[config.mk]
export PLATFORM = sky130hd
export DESIGN_NAME = commit_trace_fifo
export DESIGN_NICKNAME = d
export VERILOG_FILES = /design/src/rtl/commit_trace_fifo.sv
export SDC_FILE = /design/constraint.sdc
export NUM_CORES = 1
export LEC_CHECK = 0
export BUFFER_PORTS_ARGS = -buffer_cell sky130_fd_sc_hd__buf_2
export CAP_MARGIN = 20
export CELL_PAD_IN_SITES_DETAIL_PLACEMENT = 0
export CELL_PAD_IN_SITES_GLOBAL_PLACEMENT = 1
export CORE_MARGIN = 8
export CORE_UTILIZATION = 30
export CTS_BUF_LIST = sky130_fd_sc_hd__clkbuf_4
export CTS_CLUSTER_DIAMETER = 30
export CTS_CLUSTER_SIZE = 28
export DETAILED_ROUTE_END_ITERATION = 12
export PLACE_DENSITY_LB_ADDON = 0.1
export SYNTH_ARGS = -nofsm -noshare
export SYNTH_HDL_FRONTEND = slang
export SYNTH_SLANG_ARGS = --single-unit
[constraint.sdc]
create_clock -name clk -period 14.85 [get_ports clk]
set_clock_uncertainty 0.05 [all_clocks]
set_input_delay 0 -clock clk [delete_from_list [all_inputs] [get_ports clk]]
set_output_delay 0 -clock clk [all_outputs]
set_load 0.01 [all_outputs]
[src/rtl/commit_trace_fifo.sv]
// Commit trace recorder: turns writeback commit activity into numbered trace records in an FWFT FIFO.
// Define TRACE_SKIP_EN to also record idle cycles as kind-0 skip records.
module commit_trace_fifo #(
  parameter int DEPTH  = 16,
  parameter int WARMUP = 5
) (
  input  logic        clk,
  input  logic        rst,
  input  logic        reg_we,
  input  logic [4:0]  reg_waddr,
  input  logic [31:0] reg_wdata,
  input  logic        hilo_we,
  input  logic [31:0] hi_data,
  input  logic [31:0] lo_data,
  input  logic        cp0_we,
  input  logic [4:0]  cp0_waddr,
  input  logic [31:0] cp0_wdata,
  input  logic        clear,
  output logic        rec_valid,
  input  logic        rec_ready,
  output logic [1:0]  rec_kind,
  output logic [15:0] rec_index,
  output logic [4:0]  rec_addr,
  output logic [31:0] rec_data0,
  output logic [31:0] rec_data1,
  output logic        overflow,
  output logic [7:0]  drop_count
);

  localparam int AW = $clog2(DEPTH);
  localparam int WW = (WARMUP > 1) ? $clog2(WARMUP) : 1;
  localparam logic [WW-1:0] WARM_LAST = (WARMUP > 0) ? WW'(WARMUP - 1) : '0;

`ifdef TRACE_SKIP_EN
  localparam logic SKIP_EN = 1'b1;
`else
  localparam logic SKIP_EN = 1'b0;
`endif

  typedef enum logic {WARM, RUN} state_t;

  typedef struct packed {
    logic [1:0]  kind;
    logic [15:0] index;
    logic [4:0]  addr;
    logic [31:0] data0;
    logic [31:0] data1;
  } rec_t;

  state_t        state;
  logic [WW-1:0] warm_cnt;
  logic [15:0]   idx_cnt;

  rec_t          rec_new;
  rec_t          head;
  rec_t          mem [DEPTH];
  logic [AW:0]   wptr;
  logic [AW:0]   rptr;
  logic          any_we;
  logic          rec_gen;
  logic          empty;
  logic          full;
  logic          pop;
  logic          push;
  logic          drop;

  always_ff @(posedge clk or negedge rst) begin
    if (!rst) begin
      state    <= (WARMUP == 0) ? RUN : WARM;
      warm_cnt <= '0;
      idx_cnt  <= '0;
    end else if (state == WARM) begin
      warm_cnt <= warm_cnt + 1'b1;
      if (warm_cnt == WARM_LAST) state <= RUN;
    end else begin
      idx_cnt <= idx_cnt + 16'd1;
    end
  end

  // Priority gpr > hilo > cp0; the record carries the index value the counter is about to take.
  always_comb begin
    rec_new       = '0;
    rec_new.index = idx_cnt + 16'd1;
    if (reg_we) begin
      rec_new.kind  = 2'd1;
      rec_new.addr  = reg_waddr;
      rec_new.data0 = reg_wdata;
    end else if (hilo_we) begin
      rec_new.kind  = 2'd2;
      rec_new.data0 = hi_data;
      rec_new.data1 = lo_data;
    end else if (cp0_we) begin
      rec_new.kind  = 2'd3;
      rec_new.addr  = cp0_waddr;
      rec_new.data0 = cp0_wdata;
    end
  end

  assign any_we  = reg_we | hilo_we | cp0_we;
  assign rec_gen = (state == RUN) && (any_we || SKIP_EN);

  assign empty = (wptr == rptr);
  assign full  = (wptr[AW] != rptr[AW]) && (wptr[AW-1:0] == rptr[AW-1:0]);
  assign pop   = !empty && rec_ready;
  assign push  = rec_gen && !clear && (!full || pop);
  assign drop  = rec_gen && !clear && full && !pop;

  always_ff @(posedge clk or negedge rst) begin
    if (!rst) begin
      wptr       <= '0;
      rptr       <= '0;
      overflow   <= 1'b0;
      drop_count <= '0;
    end else if (clear) begin
      wptr       <= '0;
      rptr       <= '0;
      overflow   <= 1'b0;
      drop_count <= '0;
    end else begin
      if (push) wptr <= wptr + 1'b1;
      if (pop)  rptr <= rptr + 1'b1;
      if (drop) begin
        overflow <= 1'b1;
        if (drop_count != 8'hFF) drop_count <= drop_count + 8'd1;
      end
    end
  end

  always_ff @(posedge clk) begin
    if (push) mem[wptr[AW-1:0]] <= rec_new;
  end

  assign head      = empty ? '0 : mem[rptr[AW-1:0]];
  assign rec_valid = !empty;
  assign rec_kind  = head.kind;
  assign rec_index = head.index;
  assign rec_addr  = head.addr;
  assign rec_data0 = head.data0;
  assign rec_data1 = head.data1;

endmodule

==> run_results.csv, run 1 <==
group,metric,value,unit
status,status,"finished clean",
sta,relSlewSlack,24.47,%
synthesis,synth-main-ff-cell,"edfxtp_1",
layout,layout_common_cells,"edfxtp_1 (1392), clkbuf_4 (397), mux4_2 (348)",
layout,fin_area,0.06807,mm2
critical_path,cp_cell_sequence,"buf_4, buf_4, buf_16, mux4_2, a22oi_1, a21oi_1, buf_2",
critical_path,worstRegToRegCells,6,
clock_tree,cts_max_level,5,
drt,ant_nets,0,
critical_path,crit_cells,7,
hold_path,min_path_cells,6,
floorplan,num_io_pins,242,
sta,period_minus_slack,5.409,ns
floorplan,die_area,0.1979,mm2
synthesis,syn-cell-area,0.05516,mm2
clock_tree,cts_buffer_depth,4,
grt,gr-usage-all-layers,15.60,%
synthesis,synthMuxAreaShare,14.32,%
sta,period_share,36.43,%
clock_tree,cts-resized-gates,0,
critical_path,path_common_cell,"buf_4",
critical_path,crit_type,"reg2out",
synthesis,synth_area_per_cell,21.78,um2
synthesis,synth_xor_area_share,0.6646,%
sta,max_freq,184.9,MHz
drt,drt-wirelength-per-cell,25.78,um
placed_design,place_congestion,0.6826,
clock_tree,cts.sinks,1431,
critical_path,critPathSlowestCell,"dfrtp_4",
sta,finalSetupTns,0,ns
critical_path,crit_fanout,62,
floorplan,die_y,444.8,um
sta,drv_slew,0,
synthesis,synth_top_family_by_area,"multiplexers",
drt,drtIter0Drc,1936,
drt,dr.pass1.iters,5,
synthesis,synth-edff-count,1392,
floorplan,fp.dieW,444.8,um
sta,hold_violations,0,
placed_design,io_buffers,241,
drt,drc,0,
layout,final_common_cell,"edfxtp_1",
critical_path,start_kind,"flop",
synthesis,seq_area_frac_synth,77.54,%
drt,vias_per_cell,4.799,
clock_tree,numCtsBuffers,362,
clock_tree,insertion_delay,1.28,ns
grt,grt_pass1_wl,225000,um
critical_path,cp_top_family,"buffers and inverters",
hold_path,hold_class,"in2reg",
layout,area_delta_synth_final,23.39,%
drt,vias,29170,
synthesis,synth-adder-area-share,0.2041,%
critical_path,crit_buf_inv,4,
synthesis,netlist_instances,2533,
drt,drt_wl_total,156700,um
grt,antenna_found_initial,8,
flow_run,drv_cap,0,
clock_tree,path_clk_slew,0.08,ns
sta,tightest_slew,1.133,ns
layout,drive_above_1_share,36.79,%
floorplan,rows,157,
grt,grt-ovfl-total,0,
clock_tree,cts-root-buf,"clkbuf_4",
synthesis,ys_async_sr_fraction,2.725,%
synthesis,ys_warn_count,0,
clock_tree,cts_tree,"yes",
synthesis,yosys.area_share.simple,1.710,%
synthesis,syn_nets,2687,
placed_design,postPlaceCellArea,0.05981,mm2
power_and_ir_drop,power.leakage,22.13,nW
layout,fin_nets,3474,
power_and_ir_drop,peakVddDrop,119.0,uV
floorplan,core_area,0.1829,mm2
synthesis,synth-seq-cells,1431,
critical_path,end_kind,"primary output",
power_and_ir_drop,power_density,156.1,mW/mm2
layout,n_fill_cell,16960,
floorplan,start_util,30.16,%
grt,grt_max_degree,100,
sta,finalSetupViolCount,0,
sta,rsz0062_at_grt,"no",
synthesis,synth_compound_area_share,4.212,%
grt,grt_pass1_vias,32330,
critical_path,crit_arrival,5.36,ns
critical_path,required,14.80,ns
critical_path,slowest_delay,1.06,ns
placed_design,hpwl,83110,um
synthesis,yosysUniqueCellTypes,43,
==> layout make-up <==
cell class	count	area, um2	area share, %
repair buffers	581	4626	6.796
inverters	10	37.54	0.05515
well taps	2464	3083	4.529
clock inverters	249	2744	4.031
clock buffers	397	2980	4.379
multi-input cells	934	11780	17.31
diodes	13	32.53	0.04779
flip-flops and latches	1431	42780	62.85
==> worst register-to-register path, cell delays in order, from the launching register on <==
cell	delay, ns
dfrtp_4	1.06
xnor2_1	0.24
and4_1	0.30
a211o_1	0.37
nor2b_4	0.67
buf_4	0.56
buf_4	0.88
==> repair_timing <==
action	in CTS	in global routing
hold buffers	226	0
setup buffers	0	0
endpoints found under the hold margin	1441	0
==> flip-flops by register name, summed over array words and instances (netlist names) <==
signal      count
mem          1392
rptr            5
idx_cnt        16
wptr            5
warm_cnt        3
overflow        1
state           1
drop_count      8
==> stage by stage <==
step | utilization (%) | power, mW | std cells | worst slack (ns) | hold slack [ns]
detailed placement | 32.71 | 6.646 | 5183 | 10.12 | 0.09776
global route | 37.21 | 11.14 | 6076 | 8.979 | 0.1728
CTS | 37.08 | 10.85 | 6055 | 8.783 | 0.1350
floorplan | - | 5.896 | 2533 | 7.066 | -0.3456
finish | 37.22 | 10.63 | 6079 | 9.441 | 0.2648
global placement | 32.60 | 6.621 | 5174 | 10.14 | 0.09130
==> Yosys cell counts, types with 6 or more instances <==
cell,instances,area share (%)
xnor2_1,28,0.44
clkbuf_1,75,0.51
a22oi_1,206,2.8
o21ai_0,44,0.40
and2_1,36,0.41
a21oi_1,92,0.83
inv_1,10,0.068
buf_4,8,0.11
buf_1,22,0.15
ha_1,9,0.20
nand3_1,16,0.15
nand2_1,56,0.38
and3_1,22,0.25
mux4_2,348,14
edfxtp_1,1392,76
dfrtp_1,39,1.8
xor2_1,12,0.19
buf_2,51,0.46
nand4_1,6,0.068
nor2_1,14,0.095
nor2b_1,9,0.10
==> logic make-up (layout without fill, tap and decap cells) <==
logic type	count (synthesis)	after routing
xor gates and xnor gates	41	41
adders and majority gates	9	9
DFF	1431	1431
and+or+nand+nor	177	177
buffers and inverters	168	1237
AOI/OAI and AO/OA	353	353
other	0	13
muxes	354	354
==> report_power, final <==
| part | internal, mW | switching, mW | total, mW |
|---|---|---|---|
| clock | 2.32 | 1.78 | 4.09 |
| combinational | 0.862 | 1.07 | 1.94 |
| sequential | 4.53 | 0.0661 | 4.60 |
==> final timing paths <==
kind | from | endpoint | slack, ns
max | rptr[1]$_DFFE_PN0P_ | rec_data0[12] | 9.44
min | hilo_we | mem[9][86]$_DFFE_PP_ | 0.26
max reg2reg | rptr[1]$_DFFE_PN0P_ | mem[7][1]$_DFFE_PP_ | 10.23
min reg2reg | warm_cnt[2]$_DFFE_PN0N_ | warm_cnt[2]$_DFFE_PN0N_ | 0.43
max in group asynchronous | rst | wptr[0]$_DFFE_PN0P_ | 14.08
min in group asynchronous | rst | idx_cnt[14]$_DFFE_PN0P_ | 0.35
==> metal layers <==
layer / vias to the layer above / track usage [%] / share of wire, %
li1: 12580 / - / -
met1: 15530 / 18.67 / 40
met2: 753 / 28.04 / 52
met3: 309 / 3.154 / 4.5
met4: 0 / 5.251 / 2.6
met5: - / 0 / 0
Power figures use the tool's default switching activity.
==> run 2: changes to the inputs <==
ABC_AREA = 1   (was not set)
clock period = 4.85 ns   (was 14.85 ns; I/O delays follow)
==> run_results.csv, run 2 <==
group,metric,value,unit
drt,dr.pass1.iters,5,
clock_tree,numCtsBuffers,402,
sta,hold_violations,0,
floorplan,num_io_pins,242,
critical_path,crit_type,"reg2out",
grt,gr-usage-all-layers,18.54,%
critical_path,required,4.80,ns
sta,period_minus_slack,4.471,ns
critical_path,worstRegToRegCells,10,
synthesis,synthMuxAreaShare,0,%
sta,max_freq,223.6,MHz
synthesis,syn-cell-area,0.05900,mm2
floorplan,die_y,459.5,um
layout,seqCellArea,0.04279,mm2
floorplan,rows,162,
layout,multi_input_area,0.01453,mm2
drt,vias,41190,
layout,final_common_cell,"nor2_1",
power_and_ir_drop,power_density,458.0,mW/mm2
floorplan,fp.dieW,459.5,um
sta,period_share,92.19,%
synthesis,ys_warn_count,0,
critical_path,cp-startpoint,"rptr[0]$_DFFE_PN0P_",
synthesis,synth_common_cells,"nor2_1 (1455), edfxtp_1 (1392), o21ai_0 (667)",
synthesis,yosys.area_share.simple,16.05,%
grt,grt_pass1_wl,292200,um
critical_path,crit_arrival,4.42,ns
layout,n_fill_cell,19500,
synthesis,syn_nets,5342,
sta,finalSetupViolCount,0,
layout,utilization,36.82,%
clock_tree,path_clk_slew,0.07,ns
synthesis,synth-seq-cells,1431,
synthesis,synth_top_family_by_area,"simple AND/OR/NAND/NOR gates",
synthesis,yosys.area.top_type,"edfxtp_1",
layout,drive_above_1_share,17.66,%
clock_tree,insertion_delay,1.35,ns
synthesis,seq_area_frac_synth,72.51,%
status,status,"finished clean",
synthesis,synth-adder-area-share,0.1909,%
floorplan,start_util,30.22,%
critical_path,endpoint,"rec_data1[8]",
placed_design,dp_slack,1.267,ns
flow_run,drv_cap,0,
layout,layout_common_cells,"nor2_1 (1430), edfxtp_1 (1392), o21ai_0 (641)",
power_and_ir_drop,total_power,32.92,mW
layout,area_delta_synth_final,21.82,%
drt,drt_wl_total,201900,um
power_and_ir_drop,power.leakage,26.12,nW
critical_path,r2r-start,"rptr[1]$_DFFE_PN0P_",
grt,antenna_found_initial,11,
floorplan,die_area,0.2111,mm2
synthesis,synth_xor_area_share,0.3711,%
grt,grt_max_degree,212,
critical_path,start_kind,"flop",
layout,largest_register_ffs,1392,
synthesis,synth_area_per_cell,11.37,um2
synthesis,yosysMostFrequentCell,"nor2_1",
layout,fin_area,0.07187,mm2
clock_tree,cts_buffer_depth,4,
critical_path,rr_endpoint,"mem[13][51]$_DFFE_PP_",
sta,timing.final.ws_setup,0.3786,ns
placed_design,hpwl,106100,um
synthesis,synth.area.top_cells,"edfxtp_1 (71%), nor2_1 (9.3%), o21ai_0 (5.7%)",
grt,grt_pass1_vias,42410,
critical_path,end_kind,"primary output",
power_and_ir_drop,peakVddDrop,261.1,uV
synthesis,synth-main-ff-cell,"edfxtp_1",
synthesis,netlist_instances,5188,
floorplan,core_area,0.1952,mm2
synthesis,ys_async_sr_fraction,2.725,%
drt,drc,0,
clock_tree,cts_tree,"yes",
grt,grt-ovfl-total,0,
placed_design,place_congestion,0.7263,
sta,drv_slew,0,
drt,drtIter0Drc,2488,
synthesis,synth_compound_area_share,7.544,%
critical_path,crit_fanout,211,
sta,tightest_slew,1.185,ns
drt,ant_nets,0,
critical_path,r2r_slack,1.24,ns
sta,relSlewSlack,21.01,%
synthesis,synth-edff-count,1392,
synthesis,yosys.area.top_type_share,70.85,%
placed_design,postPlaceCellArea,0.06348,mm2
placed_design,io_buffers,241,
drt,vias_per_cell,4.677,
sta,finalSetupTns,0,ns
hold_path,hold_class,"in2reg",
layout,fin_nets,6015,
drt,drt-wirelength-per-cell,22.92,um
clock_tree,cts.sinks,1431,
synthesis,yosysUniqueCellTypes,31,
clock_tree,cts_max_level,5,
clock_tree,cts-root-buf,"clkbuf_4",
run 2: cell types whose count changed after synthesis, moves of 76 or more:
cell / before / now
nor2_1: 14 / 1455
inv_1: 10 / 111
mux4_2: 348 / 0
o21ai_0: 44 / 667
nand2_1: 56 / 627
o21ai_1: 0 / 76
nand3_1: 16 / 295
a22oi_1: 206 / 32
buf_2: 51 / 147
run 2: layout make-up:
type / count / share of cell area (%)
Clock inverter: 243 / 3.292
Multi-Input combinational cell: 3303 / 20.21
Inverter: 136 / 0.7747
Timing Repair Buffer: 587 / 6.638
Clock buffer: 473 / 4.941
Sequential cell: 1431 / 59.54
Antenna cell: 11 / 0.03830
Tap cell: 2624 / 4.568
run 2: worst min-delay path by stage:
stage | startpoint | to | slack [ns] | cells past startpoint
2_1_floorplan | rst | drop_count[0]$_DFFE_PN0P_ | -0.35 | 0
4_1_cts | rec_ready | rptr[1]$_DFFE_PN0P_ | 0.008 | 5
3_3_place_gp | rst | drop_count[1]$_DFFE_PN0P_ | 0.07 | 2
3_5_place_dp | rst | drop_count[0]$_DFFE_PN0P_ | 0.06 | 2
5_1_grt | lo_data[1] | mem[6][1]$_DFFE_PP_ | -0.02 | 5
6_report | lo_data[1] | mem[6][1]$_DFFE_PP_ | 0.14 | 5
run 2: what timing repair did:
item,4_1_cts,5_1_grt
gates cloned,0,1
endpoints found under the setup margin,55,5
buffers inserted,0,0
hold endpoints to repair,1301,0
pin swaps,0,0
gates resized for setup,10,3
hold buffers,230,0
run 2: stage by stage:
step | cells | hold slack [ns]
CTS | 8790 | 0.008494
global placement | 7840 | 0.06794
finish | 8808 | 0.1379
detailed placement | 7844 | 0.06246
floorplan | 5188 | -0.3456
global route | 8806 | -0.01500
run 2: cells by family (layout without fill, tap and decap cells):
kind of cell	after synthesis	count (layout)
buffers and inverters	454	1439
other	0	11
XOR/XNOR	25	25
flip-flops	1431	1431
AO/OA/AOI/OAI	864	864
adder cells (fa/ha/maj)	9	9
AND/OR/NAND/NOR	2405	2405
run 2: critical path, cell delays in order, from the launching register on:
cell	delay [ns]
dfrtp_4	0.70
inv_16	0.43
buf_12	0.56
o21ai_0	0.24
nand2_1	0.11
nand2_1	0.07
nand2_1	0.09
inv_1	0.04
a21oi_1	0.32
buf_2	0.21
run 2: power breakdown:
| group | leakage (nW) | switching [mW] | internal [mW] |
|---|---|---|---|
| registers | 13.2 | 0.118 | 13.9 |
| logic | 9.65 | 4.29 | 1.71 |
| clock network | 3.32 | 5.61 | 7.29 |
| total | 26.1 | 10.0 | 22.9 |
run 2: routing by layer:
layer,vias to the layer above,global-route usage [%],part of all wire [%]
met1,20310,24.53,45
met5,-,0,0.021
met4,6,6.222,2.9
li1,19630,-,-
met2,881,30.69,48
met3,366,3.444,4.1
